===== src/rtl/game_pkg.sv =====
// rtl/game_pkg.sv - shared state encoding and timing defaults for the game-session controller
package game_pkg;

    typedef enum logic [1:0] {
        GAME_IDLE     = 2'd0,
        GAME_STARTING = 2'd1,
        GAME_RUNNING  = 2'd2,
        GAME_OVER     = 2'd3
    } game_state_t;

    localparam int DEFAULT_DEBOUNCE_CYCLES      = 1_000_000;
    localparam int DEFAULT_AUTO_RESTART         = 0;
    localparam int DEFAULT_RESTART_DELAY_CYCLES = 200_000_000;

    // Counter width for a cycle count; keeps at least one bit so a count of 1 still elaborates.
    function automatic int cnt_width(input int cycles);
        return (cycles > 1) ? $clog2(cycles) : 1;
    endfunction

endpackage


===== src/rtl/btn_debounce.sv =====
// rtl/btn_debounce.sv - button synchronizer, level debouncer and rising-edge detector
module btn_debounce
    import game_pkg::*;
#(
    parameter int DebounceCycles = DEFAULT_DEBOUNCE_CYCLES
) (
    input  logic clk_i,
    input  logic rst_i,
    input  logic btn_i,
    output logic level_o,
    output logic rise_o
);

    localparam int              CW       = cnt_width(DebounceCycles);
    localparam logic [CW-1:0]   CNT_LAST = CW'(DebounceCycles - 1);
    localparam logic [CW-1:0]   CNT_ONE  = CW'(1);

    logic          sync_a;
    logic          sync_q;
    logic          stable;
    logic          stable_d;
    logic [CW-1:0] cnt;

    // Two-flop synchronizer for the asynchronous button.
    always_ff @(posedge clk_i) begin
        if (rst_i) begin
            sync_a <= 1'b0;
            sync_q <= 1'b0;
        end else begin
            sync_a <= btn_i;
            sync_q <= sync_a;
        end
    end

    // Accept a new level only after it has differed from stable for DebounceCycles samples in a row.
    always_ff @(posedge clk_i) begin
        if (rst_i) begin
            cnt    <= '0;
            stable <= 1'b0;
        end else if (sync_q == stable) begin
            cnt <= '0;
        end else if (cnt == CNT_LAST) begin
            stable <= sync_q;
            cnt    <= '0;
        end else begin
            cnt <= cnt + CNT_ONE;
        end
    end

    // Previous debounced level, used to find the single-cycle rising edge.
    always_ff @(posedge clk_i) begin
        if (rst_i) begin
            stable_d <= 1'b0;
        end else begin
            stable_d <= stable;
        end
    end

    assign level_o = stable;
    assign rise_o  = stable & ~stable_d;

endmodule


===== src/rtl/new_game_ctrl.sv =====
// rtl/new_game_ctrl.sv - game lifecycle FSM issuing one-cycle new-game requests to the start-line timer
module new_game_ctrl
    import game_pkg::*;
#(
    parameter int DebounceCycles     = DEFAULT_DEBOUNCE_CYCLES,
    parameter int AutoRestart        = DEFAULT_AUTO_RESTART,
    parameter int RestartDelayCycles = DEFAULT_RESTART_DELAY_CYCLES
) (
    input  logic       clk_i,
    input  logic       rst_i,
    input  logic       btn_start_i,
    input  logic       game_over_i,
    input  logic       line_type_i,
    output logic       new_game_o,
    output logic [1:0] game_state_o,
    output logic [7:0] game_count_o
);

    localparam int            TW       = cnt_width(RestartDelayCycles);
    localparam logic [TW-1:0] TMR_LAST = TW'(RestartDelayCycles - 1);
    localparam logic [TW-1:0] TMR_ONE  = TW'(1);

    game_state_t   state;
    logic          seen_low;
    logic [TW-1:0] timer;
    logic          press;
    logic          btn_level_unused;
    logic          restart_due;
    logic          start_game;

    btn_debounce #(
        .DebounceCycles (DebounceCycles)
    ) u_btn_debounce (
        .clk_i   (clk_i),
        .rst_i   (rst_i),
        .btn_i   (btn_start_i),
        .level_o (btn_level_unused),
        .rise_o  (press)
    );

    // Presses only count in IDLE and OVER; the auto-restart timer only matters in OVER.
    assign restart_due = (AutoRestart != 0) && (timer == TMR_LAST);
    assign start_game  = ((state == GAME_IDLE) && press) ||
                         ((state == GAME_OVER) && (press || restart_due));

    // Lifecycle FSM with registered request pulse and game counter.
    always_ff @(posedge clk_i) begin
        if (rst_i) begin
            state        <= GAME_IDLE;
            new_game_o   <= 1'b0;
            game_count_o <= 8'd0;
            seen_low     <= 1'b0;
            timer        <= '0;
        end else begin
            new_game_o <= 1'b0;
            if (start_game) begin
                // A press and a timer expiry in the same cycle still make a single request.
                state        <= GAME_STARTING;
                seen_low     <= 1'b0;
                new_game_o   <= 1'b1;
                game_count_o <= game_count_o + 8'd1;
            end else begin
                case (state)
                    GAME_IDLE: begin
                        state <= GAME_IDLE;
                    end
                    GAME_STARTING: begin
                        // The line must be seen low first so a stale high from the last race is ignored.
                        if (line_type_i && seen_low) begin
                            state <= GAME_RUNNING;
                        end else if (!line_type_i) begin
                            seen_low <= 1'b1;
                        end
                    end
                    GAME_RUNNING: begin
                        if (game_over_i) begin
                            state <= GAME_OVER;
                            timer <= '0;
                        end
                    end
                    GAME_OVER: begin
                        timer <= timer + TMR_ONE;
                    end
                    default: begin
                        state <= GAME_IDLE;
                    end
                endcase
            end
        end
    end

    assign game_state_o = state;

endmodule


===== config.mk =====
export PLATFORM = sky130hd
export DESIGN_NAME = new_game_ctrl
export DESIGN_NICKNAME = d
export VERILOG_FILES = /design/src/rtl/game_pkg.sv /design/src/rtl/btn_debounce.sv /design/src/rtl/new_game_ctrl.sv
export SDC_FILE = /design/constraint.sdc
export NUM_CORES = 1
export LEC_CHECK = 0
export CAP_MARGIN = 10
export CORE_ASPECT_RATIO = 1.4
export CORE_MARGIN = 4
export CORE_UTILIZATION = 50
export CTS_BUF_LIST = sky130_fd_sc_hd__clkbuf_2 sky130_fd_sc_hd__clkbuf_4 sky130_fd_sc_hd__clkbuf_8
export DETAILED_ROUTE_END_ITERATION = 8
export DONT_BUFFER_PORTS = 1
export PLACE_DENSITY = 0.61
export SLEW_MARGIN = 20
export SYNTH_ARGS = -nofsm -noshare
export SYNTH_HDL_FRONTEND = slang
export SYNTH_SLANG_ARGS = --single-unit

===== constraint.sdc =====
create_clock -name clk_i -period 2.6 [get_ports clk_i]
set_input_delay 0.52 -clock clk_i [delete_from_list [all_inputs] [get_ports clk_i]]
set_output_delay 0.52 -clock clk_i [all_outputs]
set_load 0.02 [all_outputs]

==> out/qor.txt, run 1 <==
CP startpoint kind -> flip-flop
Core area -> 0.00312 sq mm
Drt via density -> 5.59
Synthesis-stage register bit count -> 36
Mean post-synth cell area -> 8.80 sq um
Root Buffer -> clkbuf_8
GR Overflow Total -> 0
Remaining DRCs -> 0
Main synth FF type -> dfxtp_1
Multiplexer share of the synthesized area -> 0.615%
Port bufs -> 0
Fraction of registers with async set/reset -> 0%
Status -> finished, final reports clean
Syn_nets -> 197
Combinational share of power -> 0.6%
Tmin final -> 1960 ps
Leakage -> 0.554 nW
XOR/XNOR share of the synthesized area -> 11.8%
RSZ-0062 raised after global routing -> no
Antenna Cells -> 0
Die width -> 56.2 um
Slew Viols, Final -> 0
Clk buf depth -> 2
Synth Instances -> 185
Postcts setup bufs -> 0
Largest net degree at the start of global routing -> 20
Endpoint class of the critical path -> flip-flop
Final Cell Area -> 0.00176 sq mm
CP delay by family, top -> simple AND/OR/NAND/NOR gates
Critical path type -> flip-flop to flip-flop
GRT Total Usage -> 16.0%
CP bufs+invs -> 1
Endpoints failing setup -> 0
Die area -> 0.00425 sq mm
Crit Path Max Fanout -> 9
HP Class -> input pin to flip-flop
Largest family of logic cells by synthesized area -> simple AND/OR/NAND/NOR gates
Fin Setup TNS -> 0 ps
Max_cap viols -> 0
Synth cell count leaders -> dfxtp_1, nor2_1, xnor2_1
Post-Synth Simple-Gate Area -> 27.4%
Vias in the first global route -> 1,263
Hold buffer count at CTS -> 0
# resized after CTS -> 0
Pwr/cell area -> 556 mW/mm^2
Peak VDD IR -> 0.000362 V
Most common cell in the netlist -> dfxtp_1
Io pins -> 16
Layout area overhead -> 8.15%
Syn. warnings -> 0
Sw Ratio -> 19.1%
Slew @ Worst Pin -> 525 ps
Drt first pass iters -> 4
Via count -> 1,268
First-pass GRT wire length -> 5.31 mm
Max_slew headroom -> 64.9%
Seq pwr share -> 56.6%
RePlAce Congestion -> 0.867
Net Sw Power -> 0.187 mW
Synth Area in Compound Gates -> 6.99%
Clock sink count -> 36
Initial core utilization -> 52.1%
Final Hold Viols -> 0
CTS tree -> done
Final core occ -> 56.4%
Post-Place Cell Area -> 0.00166 sq mm
Netlist Area Pre-Place -> 0.00163 sq mm
Crit path max-delay cell type -> dfxtp_1
Synth top area share -> 44.3%
Wirelength per Cell -> 13.7 um
Int Power -> 0.792 mW
Total detailed-routing wirelength -> 3.11 mm
FMAX -> 511 MHz
Cell taking the most area after synthesis -> dfxtp_1
Post-synth EDFFs -> 0
Die Height -> 75.5 um
Largest cells by area after synthesis -> dfxtp_1, xnor2_1, nor2_1
Clock Skews -> 3.79 ps
Initial antenna violation count -> 0
Worst EP required -> 2760 ps
CP max stage delay -> 530 ps
Initial DRC Count -> 68
CP most frequent cell -> nor2_1
Distinct cells, synth -> 32
Clock-pin slew on the worst setup and hold paths -> 60 ps
Dpl hpwl -> 2.27 mm
Final period utilization -> 75.3%
Adder-Cell Fraction of Synth Area -> 5.38%
Share of layout cells above drive strength 1 -> 5.85%
Nets -> 200
Clk_lat worst skew -> 280 ps
Inserted Clock Buffers -> 5
Clock network power share -> 42.7%
Fill count -> 287
Worst-path cell chain -> inv_1, ha_1, nor2_1, nor2_1, o21ai_0, a21oi_1
Critical Path AT -> 2120 ps
CTS H-tree lvls -> 2
DRT antenna net count -> 0
Placement Rows -> 24
Sequential-to-total area share from yosys stat -> 44.3%
-- final cells by class --
| class | count | area (sq um) | area share (%) |
|---|---|---|---|
| repair buffers | 1 | 7.51 | 0.426 |
| well taps | 39 | 48.8 | 2.77 |
| flip-flops and latches | 36 | 721 | 40.9 |
| multi-input cells | 134 | 850 | 48.3 |
| clock buffers | 7 | 96.3 | 5.47 |
| inverters | 10 | 37.5 | 2.13 |
-- logic make-up (layout without fill, tap and decap cells) --
logic type / after synthesis / after routing
adders and majority gates: 7 / 7
and+or+nand+nor: 85 / 85
DFF: 36 / 36
buffers and inverters: 15 / 18
xor gates and xnor gates: 22 / 22
AOI/OAI and AO/OA: 19 / 19
muxes: 1 / 1
-- layer usage --
metal	global-route usage (%)	wire, um	up-vias
met1	15.6	1260	588
met2	30.0	1650	27
li1	-	-	645
met3	5.08	123	8
met5	0	0	-
met4	8.97	73	0
-- flip-flops by register name, indices dropped and copies added, names as in the netlist --
name,cells
game_state_o,2
u_btn_debounce.level_o,1
u_btn_debounce.cnt,20
new_game_o,1
u_btn_debounce.sync_q,1
seen_low,1
u_btn_debounce.sync_a,1
u_btn_debounce.stable_d,1
game_count_o,8
-- path summary, 6_finish.rpt --
path	from	to	slack, ps	cells after the start
setup / recovery	game_state_o[0]	game_state_o[0]	640	6
setup reg to reg	game_state_o[0]	game_state_o[0]	640	6
hold reg to reg	u_btn_debounce.sync_a	u_btn_debounce.sync_q	450	1
hold / removal	rst_i	u_btn_debounce.sync_a	300	1
-- per-stage QoR --
stage	cells	total power, mW	worst slack (ps)	hold slack, ps
6_report	227	0.979	643	305
4_1_cts	227	0.995	663	292
5_1_grt	227	1.01	548	289
3_5_place_dp	220	0.573	675	445
2_1_floorplan	185	0.575	930	414
3_3_place_gp	220	0.573	805	432
-- cells in the final DEF (no fill, tap or decap), drive strengths merged, types with 7 or more instances in the layout --
| cell | netlist | final |
|---|---|---|
| a21oi | 7 | 7 |
| nor2 | 25 | 25 |
| nor4 | 8 | 8 |
| dfxtp | 36 | 36 |
| xnor2 | 17 | 17 |
| nor3 | 8 | 8 |
| clkbuf | 4 | 7 |
| nand2 | 11 | 11 |
| ha | 7 | 7 |
| inv | 10 | 10 |
| nand3 | 7 | 7 |
-- power by group through the flow --
stage	combinational [mW]	sequential (mW)	clock [mW]
5_1_grt	0.00729	0.554	0.453
4_1_cts	0.00654	0.554	0.434
6_report	0.00628	0.554	0.418
2_1_floorplan	0.00830	0.566	0
3_3_place_gp	0.00630	0.567	0
3_5_place_dp	0.00649	0.567	0
-- worst reg2reg max path: stages, from the launching register on --
cell and delay [ps]:
dfxtp_1 530, inv_1 130, ha_1 230, nor2_1 410, nor2_1 210, o21ai_0 240, a21oi_1 90
No activity file was read; power rests on OpenSTA's default activity.
==> run 2: changes to the inputs <==
--- a/config.mk
+++ b/config.mk
@@ -12,7 +12,7 @@
 export CTS_BUF_LIST = sky130_fd_sc_hd__clkbuf_2 sky130_fd_sc_hd__clkbuf_4 sky130_fd_sc_hd__clkbuf_8
 export DETAILED_ROUTE_END_ITERATION = 8
 export DONT_BUFFER_PORTS = 1
-export PLACE_DENSITY = 0.61
+export PLACE_DENSITY = 0.64
 export SLEW_MARGIN = 20
 export SYNTH_ARGS = -nofsm -noshare
 export SYNTH_HDL_FRONTEND = slang
==> constraint.sdc (replaced) <==
create_clock -name clk_i -period 1.8 [get_ports clk_i]
set_input_delay 0.36 -clock clk_i [delete_from_list [all_inputs] [get_ports clk_i]]
set_output_delay 0.36 -clock clk_i [all_outputs]
set_load 0.02 [all_outputs]
==> out/qor.txt, run 2 (synthesis gave the netlist of run 1 again) <==
Status -> finished, final reports clean
Most frequent cells in the layout -> dfxtp_1, nor2_1, xnor2_1, nand2_1
Worst hold slack -> 123 ps
Remaining DRCs -> 0
Reg2reg end -> u_btn_debounce.cnt[19]
Int Power -> 1.21 mW
GRT Total Usage -> 17.1%
Fill count -> 306
Clock network power share -> 46.5%
Inserted Clock Buffers -> 5
Dpl hpwl -> 2.31 mm
Total detailed-routing wirelength -> 3.12 mm
Largest net degree at the start of global routing -> 19
Root Buffer -> clkbuf_8
Final Hold Viols -> 0
Reg2reg start -> u_btn_debounce.cnt[8]
Worst-path cell chain -> nand4_2, or3_4, or4_1, a21oi_1
Multi-input logic area -> 860 sq um
Crit path max-delay cell type -> or4_1
Die width -> 56.2 um
Core area -> 0.00312 sq mm
FMAX -> 601 MHz
Postcts setup bufs -> 0
Wirelength per Cell -> 13.2 um
Clock-pin slew on the worst setup and hold paths -> 80 ps
Pwr/cell area -> 817 mW/mm^2
Seq pwr share -> 52.8%
DRT antenna net count -> 0
Nets -> 209
Vias in the first global route -> 1,237
Placement Rows -> 24
Total Power -> 1.51 mW
GR Overflow Total -> 0
Die area -> 0.00425 sq mm
RePlAce Congestion -> 0.845
CTS H-tree lvls -> 2
Max_slew headroom -> 74.1%
Share of layout cells above drive strength 1 -> 11.6%
Final period utilization -> 92.4%
CP max stage delay -> 480 ps
Critical path type -> flip-flop to flip-flop
Clk buf depth -> 2
Net Sw Power -> 0.302 mW
Clock sink count -> 36
Number of flip-flops under the largest register name -> 20
Drt via density -> 5.29
Max_cap viols -> 0
Reg-to-reg setup timing slack -> 140 ps
Hold path cells -> 1
Fin Setup TNS -> 0 ps
Most common cell after layout, fill and taps aside -> dfxtp_1
# resized after CTS -> 0
Hold endpoint -> game_state_o[0]
Antenna Cells -> 0
Initial core utilization -> 52.1%
First-pass GRT wire length -> 5.55 mm
Critical Path AT -> 1890 ps
Via count -> 1,254
Clock Skews -> 7.21 ps
Combinational share of power -> 0.7%
Die Height -> 75.5 um
RSZ-0062 raised after global routing -> no
Layout area overhead -> 13.8%
Sw Ratio -> 19.9%
Reg2reg path depth -> 4
CP startpoint kind -> flip-flop
HP Class -> input pin to flip-flop
Slew @ Worst Pin -> 387 ps
Peak VDD IR -> 0.000782 V
Drt first pass iters -> 4
Top register by number of flip-flops -> u_btn_debounce.cnt
Worst EP required -> 2020 ps
Setup WS pre-CTS -> 48.3 ps
Io pins -> 16
Final worst setup slack -> 137 ps
Register area -> 721 sq um
Hold buffer count at CTS -> 0
Tmin final -> 1660 ps
CTS tree -> done
Endpoint class of the critical path -> flip-flop
Final core occ -> 59.3%
Port bufs -> 0
Clk_lat worst skew -> 290 ps
Leakage -> 0.603 nW
Hold Crit Start -> rst_i
Endpoints failing setup -> 0
Initial DRC Count -> 41
Crit Path Max Fanout -> 8
Slew Viols, Final -> 0
Initial antenna violation count -> 0
[run 2: how the worst max path moves through the flow]
stage,from,to,cells past startpoint
after global placement,u_btn_debounce.cnt[0],u_btn_debounce.cnt[18],5
final,u_btn_debounce.cnt[8],u_btn_debounce.cnt[19],4
after global routing,u_btn_debounce.cnt[0],u_btn_debounce.cnt[18],5
after CTS,u_btn_debounce.cnt[0],u_btn_debounce.cnt[18],5
after detailed placement,u_btn_debounce.cnt[0],u_btn_debounce.cnt[18],5
after floorplan,u_btn_debounce.cnt[9],u_btn_debounce.cnt[18],5
[run 2: power groups by stage]
stage | sequential [mW] | combinational, mW | clock, mW
floorplan | 0.818 | 0.0120 | 0
global placement | 0.818 | 0.00965 | 0
detailed placement | 0.819 | 0.0101 | 0
CTS | 0.800 | 0.0101 | 0.727
global route | 0.800 | 0.0120 | 0.776
finish | 0.800 | 0.00995 | 0.704
[run 2: layout make-up]
| type | count | area share [%] |
|---|---|---|
| Sequential cell | 36 | 38.9 |
| Tap cell | 39 | 2.63 |
| Multi-Input combinational cell | 134 | 46.4 |
| Timing Repair Buffer | 10 | 4.05 |
| Clock inverter | 3 | 2.30 |
| Clock buffer | 5 | 3.71 |
| Inverter | 10 | 2.03 |
[run 2: stage by stage]
step | cell area [sq um] | instances
2_1_floorplan | 1630 | 185
3_3_place_gp | 1730 | 229
3_5_place_dp | 1730 | 229
4_1_cts | 1840 | 237
5_1_grt | 1850 | 237
6_report | 1850 | 237
[run 2: worst max-delay path, delay by kind of cell (launching register included)]
kind,cells,cell delay (ps)
simple gates,3,1040
flops,1,410
compound gates,1,150
[run 2: layer usage]
metal / wire length [um] / GRT usage (%) / up-vias
met2: 1580 / 29.6 / 15
met1: 1360 / 18.7 / 574
met5: 0 / 0 / -
met3: 124 / 6.44 / 5
met4: 55 / 7.92 / 0
li1: - / - / 660
==> run 3: changes to the inputs <==
--- a/config.mk
+++ b/config.mk
@@ -13,6 +13,7 @@
 export DETAILED_ROUTE_END_ITERATION = 8
 export DONT_BUFFER_PORTS = 1
 export PLACE_DENSITY = 0.64
+export SETUP_SLACK_MARGIN = 0.4
 export SLEW_MARGIN = 20
 export SYNTH_ARGS = -nofsm -noshare
 export SYNTH_HDL_FRONTEND = slang
==> out/qor.txt, run 3 (synthesis gave the netlist of run 1 again) <==
Status -> finished, final reports clean
Most frequent cells in the layout -> dfxtp_1, nor2_1, buf_4, xnor2_1, nand2_1
Total detailed-routing wirelength -> 4.07 mm
Initial antenna violation count -> 0
Register area -> 754 sq um
Root Buffer -> clkbuf_8
Antenna Cells -> 0
Final Cell Area -> 0.00230 sq mm
FMAX -> 630 MHz
Final Hold Viols -> 0
Endpoint class of the critical path -> flip-flop
Leakage -> 0.737 nW
DRT antenna net count -> 0
Die area -> 0.00425 sq mm
Clock-pin slew on the worst setup and hold paths -> 80 ps
Layout area overhead -> 41.4%
Dpl hpwl -> 2.25 mm
Endpoints failing setup -> 0
Remaining DRCs -> 0
Hold buffer count at CTS -> 0
Inserted Clock Buffers -> 5
CP startpoint kind -> flip-flop
CP max stage delay -> 500 ps
Fill count -> 212
Multi-input logic area -> 0.00110 sq mm
Core area -> 0.00312 sq mm
Wirelength per Cell -> 16.2 um
Drt first pass iters -> 4
Io pins -> 16
Via count -> 1,435
RSZ-0062 raised after global routing -> yes
Crit Path Max Fanout -> 6
Critical path type -> flip-flop to flip-flop
Max_slew headroom -> 75.2%
Fin Setup TNS -> 0 ps
Top register by number of flip-flops -> u_btn_debounce.cnt
Pwr/cell area -> 633 mW/mm^2
HP Class -> input pin to flip-flop
GRT Total Usage -> 20.0%
Clock Skews -> 13.8 ps
Worst-path cell chain -> nand3_1, or3_4, or4_1, a21oi_2
Clk buf depth -> 2
Number of flip-flops under the largest register name -> 20
Crit path max-delay cell type -> or4_1
Worst hold slack -> 112 ps
Largest net degree at the start of global routing -> 19
CP delay by family, top -> simple AND/OR/NAND/NOR gates
RePlAce Congestion -> 0.898
First-pass GRT wire length -> 6.52 mm
Post-Place Cell Area -> 0.00174 sq mm
Worst EP required -> 2030 ps
Reg-to-reg setup timing slack -> 210 ps
Drt via density -> 5.69
Die width -> 56.2 um
Placement Rows -> 24
Critical Path AT -> 1820 ps
Share of layout cells above drive strength 1 -> 37.1%
Tmin final -> 1590 ps
GR Overflow Total -> 0
Initial core utilization -> 52.1%
CP bufs+invs -> 0
Final period utilization -> 88.2%
Die Height -> 75.5 um
Initial DRC Count -> 49
Port bufs -> 0
Peak VDD IR -> 0.000678 V
Slew Viols, Final -> 0
Most common cell after layout, fill and taps aside -> dfxtp_1
Vias in the first global route -> 1,442
Clock sink count -> 36
Max_cap viols -> 0
Slew @ Worst Pin -> 369 ps
CTS tree -> done
CTS H-tree lvls -> 2
Nets -> 224
Clk_lat worst skew -> 300 ps
==> run 3: changes by cell type in the layout (fill, tap and decap cells not counted), sizes merged <==
cell,before,now
buf,10,24
clkbuf,5,9
bufinv,1,0
clkinvlp,1,0
clkinv,1,0
==> run 3: layout make-up <==
class	count	share of cell area [%]
repair buffers	25	11.1
clock buffers	8	4.51
well taps	39	2.12
inverters	10	1.74
multi-input cells	134	47.7
flip-flops and latches	36	32.8
==> run 3: worst reg2reg max path, cell delays in order, from the launching register on <==
cell     delay (ps)
dfxtp_1         410
nand3_1         120
or3_4           380
or4_1           500
a21oi_2         120
==> run 3: through the flow <==
stage | instances | power (mW) | setup WS (ps) | utilization (%)
after floorplan | 185 | 0.825 | 196 | -
after global placement | 224 | 0.822 | 169 | 55.7
after detailed placement | 224 | 0.822 | 109 | 55.7
after CTS | 247 | 1.47 | 234 | 67.0
after global routing | 252 | 1.51 | 141 | 73.7
final | 252 | 1.46 | 212 | 73.7
==> run 3: what timing repair did <==
item                       in CTS  in global routing
setup endpoints to repair      28                 31
gates resized for setup        31                 28
gates cloned                    1                  1
pin swaps                      10                 16
setup buffers                  14                  4
==> run 3: final timing paths <==
path                            cells past startpoint                    from                endpoint
worst max register to register                      4  u_btn_debounce.cnt[12]  u_btn_debounce.cnt[17]
worst min register to register                      1   u_btn_debounce.sync_a   u_btn_debounce.sync_q
worst min-delay path                                1                   rst_i         game_state_o[0]
worst max-delay path                                4  u_btn_debounce.cnt[12]  u_btn_debounce.cnt[17]
==> run 3: power by group <==
| part | switching [mW] | internal, mW | leakage [nW] |
|---|---|---|---|
| Clock | 0.278 | 0.364 | 0.0549 |
| Sequential | 0.00170 | 0.789 | 0.299 |
| Combinational | 0.00974 | 0.0136 | 0.384 |
==> run 3: metal layers <==
metal  global-route usage (%)  share of wire, %  vias to the layer above
li1                         -                 -                      697
met1                     19.3                38                      688
met2                     35.6                53                       31
met3                     7.12               4.5                       19
met4                     14.5               4.5                        0
met5                        0                 0                        -
